### src/rtl/load_store_unit_pkg.sv
// Shared types and constants for the MEM-stage load/store unit.
// Access-size encodings follow the ls_size field of the pipeline request.
package load_store_unit_pkg;

    localparam logic [1:0] SZ_BYTE = 2'b00;
    localparam logic [1:0] SZ_HALF = 2'b01;
    localparam logic [1:0] SZ_WORD = 2'b10;
    localparam logic [1:0] SZ_RSVD = 2'b11;

    typedef enum logic [1:0] {
        IDLE = 2'b00,
        REQ  = 2'b01,
        DONE = 2'b10
    } lsu_state_t;

    // Reserved size, odd halfword, or word not on a 4-byte boundary.
    function automatic logic bad_alignment(input logic [1:0] size, input logic [1:0] lo);
        logic bad;
        bad = 1'b0;
        case (size)
            SZ_HALF: bad = lo[0];
            SZ_WORD: bad = (lo != 2'b00);
            SZ_RSVD: bad = 1'b1;
            default: bad = 1'b0;
        endcase
        return bad;
    endfunction

endpackage

### src/rtl/load_store_unit_if.sv
// Pipeline-side and data-memory-side signals of the load/store unit.
// master = the LSU itself; slave = its environment (pipeline + data memory).
interface load_store_unit_if #(
    parameter int ADDR_W = 32
);
    // Pipeline side: ls_valid is held stable while stall=1; the request is
    // consumed on the edge where stall=0 (result then reported by ld_valid).
    logic              ls_valid;
    logic              ls_read;
    logic              ls_write;
    logic [1:0]        ls_size;
    logic              ls_unsigned;
    logic [ADDR_W-1:0] ls_addr;
    logic [31:0]       ls_wdata;
    logic              stall;
    logic              ld_valid;
    logic [31:0]       ld_data;
    logic              addr_err;
    logic              bus_err;
    // Memory side: mem_req with its qualifiers stays stable until the cycle
    // mem_ack is seen (or the timeout expires); read data is valid with mem_ack.
    logic              mem_req;
    logic              mem_we;
    logic [ADDR_W-1:0] mem_addr;
    logic [3:0]        mem_be;
    logic [31:0]       mem_wdata;
    logic              mem_ack;
    logic [31:0]       mem_rdata;

    modport master (
        input  ls_valid, ls_read, ls_write, ls_size, ls_unsigned, ls_addr, ls_wdata,
        input  mem_ack, mem_rdata,
        output stall, ld_valid, ld_data, addr_err, bus_err,
        output mem_req, mem_we, mem_addr, mem_be, mem_wdata
    );

    modport slave (
        output ls_valid, ls_read, ls_write, ls_size, ls_unsigned, ls_addr, ls_wdata,
        output mem_ack, mem_rdata,
        input  stall, ld_valid, ld_data, addr_err, bus_err,
        input  mem_req, mem_we, mem_addr, mem_be, mem_wdata
    );

endinterface

### src/rtl/load_store_unit_lane_align.sv
// Byte-lane steering: store replication and byte enables, load extract/extend.
// Purely combinational; lanes are little-endian with lane = addr[1:0].
module load_store_unit_lane_align
    import load_store_unit_pkg::*;
(
    input  logic [1:0]  st_size_i,
    input  logic [1:0]  st_lane_i,
    input  logic [31:0] st_data_i,
    output logic [3:0]  st_be_o,
    output logic [31:0] st_wdata_o,
    input  logic [1:0]  ld_size_i,
    input  logic [1:0]  ld_lane_i,
    input  logic        ld_unsigned_i,
    input  logic [31:0] ld_rdata_i,
    output logic [31:0] ld_data_o
);

    logic [7:0]  ld_byte;
    logic [15:0] ld_half;

    always_comb begin
        st_be_o    = 4'b0000;
        st_wdata_o = st_data_i;
        case (st_size_i)
            SZ_BYTE: begin
                st_be_o    = 4'b0001 << st_lane_i;
                st_wdata_o = {4{st_data_i[7:0]}};
            end
            SZ_HALF: begin
                st_be_o    = 4'b0011 << {st_lane_i[1], 1'b0};
                st_wdata_o = {2{st_data_i[15:0]}};
            end
            SZ_WORD: st_be_o = 4'b1111;
            default: st_be_o = 4'b0000;
        endcase
    end

    assign ld_byte = ld_rdata_i[{ld_lane_i, 3'b000} +: 8];
    assign ld_half = ld_rdata_i[{ld_lane_i[1], 4'b0000} +: 16];

    always_comb begin
        ld_data_o = ld_rdata_i;
        case (ld_size_i)
            SZ_BYTE: ld_data_o = ld_unsigned_i ? {24'h0, ld_byte}
                                               : {{24{ld_byte[7]}}, ld_byte};
            SZ_HALF: ld_data_o = ld_unsigned_i ? {16'h0, ld_half}
                                               : {{16{ld_half[15]}}, ld_half};
            default: ld_data_o = ld_rdata_i;
        endcase
    end

endmodule

### src/rtl/load_store_unit.sv
// MEM-stage load/store unit: accepts one access, runs req/ack to data memory
// with a timeout, and reports extended load data plus error flags for one cycle.
module load_store_unit
    import load_store_unit_pkg::*;
#(
    parameter int ADDR_W  = 32,
    parameter int TIMEOUT = 16
) (
    input  logic               clock,
    input  logic               reset_n,
    load_store_unit_if.master  bus,
    output lsu_state_t         state_o
);

    localparam int              CNT_W    = $clog2(TIMEOUT + 1);
    localparam logic [CNT_W-1:0] CNT_LAST = CNT_W'(TIMEOUT - 1);

    lsu_state_t        state_q, state_d;
    logic [CNT_W-1:0]  cnt_q, cnt_d;
    logic              we_q, we_d;
    logic [ADDR_W-1:0] addr_q, addr_d;
    logic [3:0]        be_q, be_d;
    logic [31:0]       wdata_q, wdata_d;
    logic [1:0]        size_q, size_d;
    logic              uns_q, uns_d;
    logic [1:0]        lane_q, lane_d;
    logic [31:0]       data_q, data_d;
    logic              aerr_q, aerr_d;
    logic              berr_q, berr_d;

    logic        accept;
    logic        illegal;
    logic [3:0]  st_be;
    logic [31:0] st_wdata;
    logic [31:0] ld_ext;

    assign accept  = bus.ls_valid & (bus.ls_read | bus.ls_write);
    assign illegal = (bus.ls_read & bus.ls_write) | bad_alignment(bus.ls_size, bus.ls_addr[1:0]);

    // Store lanes come from the live request; load extraction uses the captured one.
    load_store_unit_lane_align u_align (
        .st_size_i     (bus.ls_size),
        .st_lane_i     (bus.ls_addr[1:0]),
        .st_data_i     (bus.ls_wdata),
        .st_be_o       (st_be),
        .st_wdata_o    (st_wdata),
        .ld_size_i     (size_q),
        .ld_lane_i     (lane_q),
        .ld_unsigned_i (uns_q),
        .ld_rdata_i    (bus.mem_rdata),
        .ld_data_o     (ld_ext)
    );

    always_ff @(posedge clock or negedge reset_n) begin
        if (!reset_n) begin
            state_q <= IDLE;
            cnt_q   <= '0;
            we_q    <= 1'b0;
            addr_q  <= '0;
            be_q    <= 4'b0000;
            wdata_q <= 32'h0;
            size_q  <= 2'b00;
            uns_q   <= 1'b0;
            lane_q  <= 2'b00;
            data_q  <= 32'h0;
            aerr_q  <= 1'b0;
            berr_q  <= 1'b0;
        end else begin
            state_q <= state_d;
            cnt_q   <= cnt_d;
            we_q    <= we_d;
            addr_q  <= addr_d;
            be_q    <= be_d;
            wdata_q <= wdata_d;
            size_q  <= size_d;
            uns_q   <= uns_d;
            lane_q  <= lane_d;
            data_q  <= data_d;
            aerr_q  <= aerr_d;
            berr_q  <= berr_d;
        end
    end

    always_comb begin
        state_d = state_q;
        cnt_d   = cnt_q;
        we_d    = we_q;
        addr_d  = addr_q;
        be_d    = be_q;
        wdata_d = wdata_q;
        size_d  = size_q;
        uns_d   = uns_q;
        lane_d  = lane_q;
        data_d  = data_q;
        aerr_d  = aerr_q;
        berr_d  = berr_q;
        case (state_q)
            IDLE: begin
                if (accept) begin
                    we_d    = bus.ls_write;
                    addr_d  = {bus.ls_addr[ADDR_W-1:2], 2'b00};
                    be_d    = st_be;
                    wdata_d = bus.ls_write ? st_wdata : 32'h0;
                    size_d  = bus.ls_size;
                    uns_d   = bus.ls_unsigned;
                    lane_d  = bus.ls_addr[1:0];
                    data_d  = 32'h0;
                    aerr_d  = illegal;
                    berr_d  = 1'b0;
                    cnt_d   = '0;
                    state_d = illegal ? DONE : REQ;
                end
            end
            REQ: begin
                cnt_d = cnt_q + CNT_W'(1);
                // An ack on the final allowed cycle still completes normally.
                if (bus.mem_ack) begin
                    data_d  = we_q ? 32'h0 : ld_ext;
                    state_d = DONE;
                end else if (cnt_q == CNT_LAST) begin
                    data_d  = 32'h0;
                    berr_d  = 1'b1;
                    state_d = DONE;
                end
            end
            DONE:    state_d = IDLE;
            default: state_d = IDLE;
        endcase
    end

    // Gating stall with reset_n keeps it low while reset holds an accepting request.
    assign bus.stall     = reset_n & (((state_q == IDLE) & accept) | (state_q == REQ));
    assign bus.mem_req   = (state_q == REQ);
    assign bus.mem_we    = we_q;
    assign bus.mem_addr  = addr_q;
    assign bus.mem_be    = be_q;
    assign bus.mem_wdata = wdata_q;
    assign bus.ld_valid  = (state_q == DONE);
    assign bus.ld_data   = (state_q == DONE) ? data_q : 32'h0;
    assign bus.addr_err  = (state_q == DONE) & aerr_q;
    assign bus.bus_err   = (state_q == DONE) & berr_q;
    assign state_o       = state_q;

endmodule

### src/flat_wrapper.sv
// flat-port wrapper written by rule: the top's interface ports become plain ports
module load_store_unit_flat import load_store_unit_pkg::*;
#(
    parameter int ADDR_W  = 32,
    parameter int TIMEOUT = 16
)
  (clock, reset_n, state_o, bus_ls_valid, bus_ls_read, bus_ls_write, bus_ls_size, bus_ls_unsigned, bus_ls_addr, bus_ls_wdata, bus_mem_ack, bus_mem_rdata, bus_stall, bus_ld_valid, bus_ld_data, bus_addr_err, bus_bus_err, bus_mem_req, bus_mem_we, bus_mem_addr, bus_mem_be, bus_mem_wdata);
  load_store_unit_if #(.ADDR_W(ADDR_W)) bus_i ();
  input  logic clock;
  input  logic reset_n;
  output lsu_state_t state_o;
  input wire logic [$bits(bus_i.ls_valid)-1:0] bus_ls_valid;
  input wire logic [$bits(bus_i.ls_read)-1:0] bus_ls_read;
  input wire logic [$bits(bus_i.ls_write)-1:0] bus_ls_write;
  input wire logic [$bits(bus_i.ls_size)-1:0] bus_ls_size;
  input wire logic [$bits(bus_i.ls_unsigned)-1:0] bus_ls_unsigned;
  input wire logic [$bits(bus_i.ls_addr)-1:0] bus_ls_addr;
  input wire logic [$bits(bus_i.ls_wdata)-1:0] bus_ls_wdata;
  input wire logic [$bits(bus_i.mem_ack)-1:0] bus_mem_ack;
  input wire logic [$bits(bus_i.mem_rdata)-1:0] bus_mem_rdata;
  output wire logic [$bits(bus_i.stall)-1:0] bus_stall;
  output wire logic [$bits(bus_i.ld_valid)-1:0] bus_ld_valid;
  output wire logic [$bits(bus_i.ld_data)-1:0] bus_ld_data;
  output wire logic [$bits(bus_i.addr_err)-1:0] bus_addr_err;
  output wire logic [$bits(bus_i.bus_err)-1:0] bus_bus_err;
  output wire logic [$bits(bus_i.mem_req)-1:0] bus_mem_req;
  output wire logic [$bits(bus_i.mem_we)-1:0] bus_mem_we;
  output wire logic [$bits(bus_i.mem_addr)-1:0] bus_mem_addr;
  output wire logic [$bits(bus_i.mem_be)-1:0] bus_mem_be;
  output wire logic [$bits(bus_i.mem_wdata)-1:0] bus_mem_wdata;
  assign bus_i.ls_valid = bus_ls_valid;
  assign bus_i.ls_read = bus_ls_read;
  assign bus_i.ls_write = bus_ls_write;
  assign bus_i.ls_size = bus_ls_size;
  assign bus_i.ls_unsigned = bus_ls_unsigned;
  assign bus_i.ls_addr = bus_ls_addr;
  assign bus_i.ls_wdata = bus_ls_wdata;
  assign bus_i.mem_ack = bus_mem_ack;
  assign bus_i.mem_rdata = bus_mem_rdata;
  assign bus_stall = bus_i.stall;
  assign bus_ld_valid = bus_i.ld_valid;
  assign bus_ld_data = bus_i.ld_data;
  assign bus_addr_err = bus_i.addr_err;
  assign bus_bus_err = bus_i.bus_err;
  assign bus_mem_req = bus_i.mem_req;
  assign bus_mem_we = bus_i.mem_we;
  assign bus_mem_addr = bus_i.mem_addr;
  assign bus_mem_be = bus_i.mem_be;
  assign bus_mem_wdata = bus_i.mem_wdata;
  load_store_unit #(.ADDR_W(ADDR_W), .TIMEOUT(TIMEOUT)) u_core (.clock(clock), .reset_n(reset_n), .bus(bus_i), .state_o(state_o));
endmodule
### config.mk
export PLATFORM = sky130hd
export DESIGN_NAME = load_store_unit_flat
export DESIGN_NICKNAME = d
export VERILOG_FILES = /design/src/rtl/load_store_unit_pkg.sv /design/src/rtl/load_store_unit_if.sv /design/src/rtl/load_store_unit_lane_align.sv /design/src/rtl/load_store_unit.sv /design/src/flat_wrapper.sv
export SDC_FILE = /design/constraint.sdc
export NUM_CORES = 1
export LEC_CHECK = 0
export ABC_AREA = 1
export BUFFER_PORTS_ARGS = -buffer_cell sky130_fd_sc_hd__buf_2
export CAP_MARGIN = 20
export CORE_MARGIN = 2
export CORE_UTILIZATION = 36
export DETAILED_ROUTE_END_ITERATION = 10
export GPL_TIMING_DRIVEN = 0
export SLEW_MARGIN = 40
export SYNTH_ARGS = -nofsm -noshare
export SYNTH_HDL_FRONTEND = slang
export SYNTH_HIERARCHICAL = 1
export SYNTH_SLANG_ARGS = --single-unit
### constraint.sdc
create_clock -name clock -period 3.3 [get_ports clock]
set_clock_uncertainty 0.2 [all_clocks]
set_input_delay 0.33 -clock clock [delete_from_list [all_inputs] [get_ports clock]]
set_output_delay 0.33 -clock clock [all_outputs]
set_load 0.05 [all_outputs]
* Word level (Yosys, flattened, before mapping)
Cells that the tools add are included.
Operators by class: add/sub/neg operators 1, equality and inequality tests 11, shift operators 4, muxes and demuxes 24, bitwise operators 9, reductions and logical operators 10
Operators with widths (count):
- $mux 32 | 8
- $pmux 32 s2 | 3
- $shiftx 32x6->16 | 1
- $shiftx 32x6->8 | 1
- $pmux 4 s3 | 1
- $pmux 5 s2 | 1
- $mux 2 | 4
- $and 1x1->1 | 6
- $eq 2x1->1 const B | 3
- $eq 2x2->1 const B | 3
- $logic_not 2->1 | 3
- $reduce_and 2->1 | 3
- $add 5x1->5 const B | 1
- $eq 5x4->1 const B | 1
- $mux 5 | 1
- $ne 2x1->1 const B | 2
- $pmux 2 s2 | 1
- $reduce_and 4->1 | 1
- $reduce_bool 2->1 | 2
- $shl 1x2->4 const A | 1
- $shl 2x2->4 const A | 1
- $mux 1 | 3
- $ne 3x2->1 const B | 1
- $or 1x1->1 | 3
- 4 further kinds | 4
Storage, ports and cells: register bits 113, input port bits 105, output and inout port bits 108, word-level logic and storage cells 71

* Depth between registers and ports, before layout
depth after elaboration 6, depth in mapped cells 11, gate-level depth less buffers 9

* Modules after synthesis
Netlist, hierarchy kept.
By module, submodules not included:
- load_store_unit | instances 1, cells an instance 571, area each 4678.2 um^2, seq. area each 2827.7 um^2
- load_store_unit_lane_align | instances 1, cells an instance 250, area each 1267.5 um^2, seq. area each 0.0 um^2

* Least setup slack after synthesis
OpenSTA, ideal clock, no wires.
path kind register to output, start point reg u_core.state_q[1] (netlist: u_core/state_o[1]), end point out bus_ld_data[10], arrival 2762 ps, data required time 2770 ps, path slack 8 ps, stages on the path, launching flop included 6, buffers on the path 1, cell sequence dfrtp_1 > inv_1 > nor2_1 > clkinv_1 > clkbuf_1 > nor2_1
Between the ends: longest elaborated chain between the ends 2
Ends and longest elaborated chain:
- start, declared | line load_store_unit.sv:18 | lsu_state_t state_q, state_d;
- start signal, assigned | line load_store_unit.sv:69 | state_q <= state_d;
- $eq 2x2->1
- via bus_ld_valid | line flat_wrapper.sv:22 | output wire logic [$bits(bus_i.ld_valid)-1:0] bus_ld_valid;
- $mux 32 | line load_store_unit.sv:139 | assign bus.ld_data = (state_q == DONE) ? data_q : 32'h0;
- end, declared | line flat_wrapper.sv:23 | output wire logic [$bits(bus_i.ld_data)-1:0] bus_ld_data;
The timed path passes the listed nets, and every way through them passes these cells.

* Worst setup path in the final report
start point reg u_core.state_q[1] (netlist: u_core/state_o[1]), end point out bus_ld_data[14]
Between the ends: longest elaborated chain between the ends 2
Ends and longest elaborated chain (line):
- $eq 2x2->1 | load_store_unit.sv:139
- $mux 32 | load_store_unit.sv:139
Every way passes these cells.

==> impl_metrics.csv <==
group,metric,value,unit
placement,io_buffers,210,
detailed_routing,final_antenna_net_count,0,
synth,synth-seq-cells,113,
grt,grt_pass1_wl,28800,µm
synth,syn_area,5950,µm²
detailed_routing,first_pass_iters,5,
layout,antenna-diode-count,0,
critical_path,r2r_slack,1.40,ns
clock_tree,clock_latency,0.41,ns
synth,yosys_warnings,6,
layout,areaGrowthSynthToFinish,38.4,%
floorplan,coreArea,16000,µm²
clock_tree,numCtsBuffers,17,
power,power.density,747,nW/µm²
critical_path,crit_arrival,2.10,ns
critical_path,crit_required,2.77,ns
detailed_routing,num_vias,5892,
power,p_int,0.00346,W
floorplan,fp.dieW,133,µm
layout,layout_commonest_cell,"nand2_1",
synth,synth_seq_area_share,0.476,
critical_path,cp-startpoint,"u_core/state_o[1]",
clock_tree,cts_max_level,4,
worst_hold_path,min_path_type,"input pin to flop",
critical_path,r2r_end,"u_core/data_q[8]",
critical_path,endpoint_kind,"output pin",
placement,place_congestion,0.856,
critical_path,path_class,"flop to output pin",
layout,fin_util,0.514,
floorplan,io_pins,213,
detailed_routing,viasPerCell,4.47,
placement,place_ws,1.10,ns
critical_path,cp-start-kind,"flop",
critical_path,crit_end,"bus_ld_data[14]",
timing,finalCritPeriodShare,0.797,
floorplan,num_rows,46,
clock_tree,clk_path_buf_depth,2,
grt,gr-usage-met3,0.0728,
synth,yosys.area.top_type,"dfrtp_1",
status,status,"finished clean",
grt,grt_max_degree,71,
timing,slew_viol_final,0,
grt,first_global_vias,5680,
grt,antenna_found_initial,0,
timing,worstMarginPinSlew,0.613,ns
timing,timing.final.ws_setup,0.671,ns
synth,yosysUniqueCellTypes,30,
detailed_routing,wl_per_cell,13.6,µm
grt,grt_use_total,0.207,
layout,nets,1195,
synth,netlist_top_cells_area,"dfrtp_1, nand2_1, nand3_2, inv_1, nor2_1",
synth,syn_inst,821,
grt,grt.busiest_layer,"met2",
power,swShare,0.437,
clock_tree,cts-resized-gates,0,
clock_tree,clock-root-buffer,"clkbuf_16",
detailed_routing,finalWirelength,17900,µm
detailed_routing,first_iter_violations,286,
critical_path,reg2regPathDepth,10,
power,clockPowerShare,0.280,
clock_tree,cts_sinks,113,
timing,rsz0062_at_grt,"no",
floorplan,chipHeight,133,µm
floorplan,dieArea,17600,µm²
critical_path,path_max_fanout,10,
timing,setup_viol,0,
power,leakage,4.86,nW
timing,relSlewSlack,0.591,
clock_tree,post_cts_buffers,0,
power,combPwrFrac,0.413,
floorplan,start_util,0.372,
power,p_sw,0.00269,W
power,seqPwrFrac,0.307,
grt,grt_overflow_total,0,
placement,hpwl,13100,µm
timing,fmax,380,MHz
timing,post-route-min-period,2.63,ns
clock_tree,clk_pin_slew,0.05,ns
grt,met2_usage,0.315,
grt,grt_use_met1,0.276,
layout,final_cell_mix,"nand2_1, buf_2, dfrtp_1",
critical_path,reg2reg_from,"u_core/cnt_q[0]",
clock_tree,cts_tree,"yes",
detailed_routing,drt_drc_violations_left,0,
synth,netlist.area_leader.share,0.476,
power,ir_worst_vdd,441,µV
timing,hold_viol,0,
layout,drive_gt1_frac,0.292,
synth,synth.avg_cell_area,7.24,µm²
flow_run,max-cap-violations,0,
[worst min-delay path by stage]
stage / start / end / slack [ns] / cells past startpoint
after global routing: bus_ls_wdata[22] / u_core/bus.mem_wdata[22] / 0.02 / 5
after floorplan: reset_n / u_core/aerr_q / -0.17 / 0
after CTS: bus_ls_wdata[21] / u_core/bus.mem_wdata[21] / 0.001 / 5
after detailed placement: reset_n / u_core/data_q[4] / 0.04 / 1
after global placement: u_core/data_q[29] / u_core/data_q[29] / 0.26 / 2
final: bus_ls_wdata[18] / u_core/bus.mem_wdata[18] / 0.03 / 5
[routing by layer]
metal,vias to the layer above,part of all wire,wire (µm)
met5,-,0,0
met4,0,0.017,300
met3,25,0.082,1470
met2,219,0.44,7930
met1,2641,0.46,8180
li1,3007,-,-
[critical path, stage by stage (launching register included)]
cell	delay, ns
dfrtp_1	0.37
inv_1	0.08
nor2_1	0.13
clkinv_1	0.32
clkbuf_1	0.33
nor2_1	0.17
buf_2	0.28
[synth_stat cells]
cell type,number
nand3_1,20
nand4_1,1
nor2_4,1
clkbuf_1,9
nand3_4,1
nor2_1,45
nand3_2,21
buf_6,5
nand2_1,464
nor2_8,2
dfrtp_1,113
ha_1,2
buf_4,16
buf_1,1
clkinv_1,1
buf_2,17
o22ai_1,1
conb_1,1
a21oi_1,2
o21ai_0,20
inv_4,2
nand2_2,7
o211ai_1,7
inv_1,52
or2_2,2
nor3_2,1
nor2_2,1
nand2_4,2
inv_2,3
a21boi_0,1
[area by class of cell]
type	instances	area, µm²
buffer	48	299
clock buffer	22	474
clock inverter	10	85.1
fill	1636	7770
inverter	58	223
multi-input combinational	603	2600
sequential	113	2830
tap	216	270
timing repair buffer	247	1450
[logic make-up (layout without fill, tap and decap cells)]
logic type,Yosys count,count (layout),share of synthesized area
AO/OA/AOI/OAI,31,31,0.0297
adder cells (fa/ha/maj),2,2,0.00421
buffers and inverters,106,385,0.0878
flip-flops,113,113,0.476
other,1,2,0.000631
AND/OR/NAND/NOR,568,568,0.402
[power groups by stage]
stage,registers [W],logic [W],clock network [W]
2_1_floorplan,0.00271,0.00104,0
3_3_place_gp,0.00191,0.00250,0
3_5_place_dp,0.00190,0.00252,0
4_1_cts,0.00189,0.00255,0.00177
5_1_grt,0.00193,0.00276,0.00184
6_report,0.00189,0.00254,0.00172
[registers in the layout, indices dropped and copies added (netlist names)]
register and flops:
u_core/berr_q 1, u_core/bus.mem_wdata 32, u_core/lane_q 2, u_core/cnt_q 5, u_core/state_o 2, u_core/bus.mem_be 4
u_core/size_q 2, u_core/aerr_q 1, u_core/data_q 32, u_core/uns_q 1, u_core/bus.mem_addr 30, u_core/bus.mem_we 1
[stage by stage]
stage               total power, W  TNS, ns  std cells  hold slack (ns)  area [µm²]
floorplan                  0.00374        0        822           -0.166        5950
global placement           0.00441   -0.166       1248            0.255        7270
detailed placement         0.00442        0       1249           0.0424        7310
CTS                        0.00621        0       1317          0.00122        8230
global route               0.00653        0       1317           0.0246        8230
finish                     0.00615        0       1317           0.0255        8230
[timing repair]
action                                  CTS  global route
endpoints found under the setup margin    0             0
hold endpoints to repair                 84             0
hold buffers                             36             0
Power figures use the tool's default switching activity.
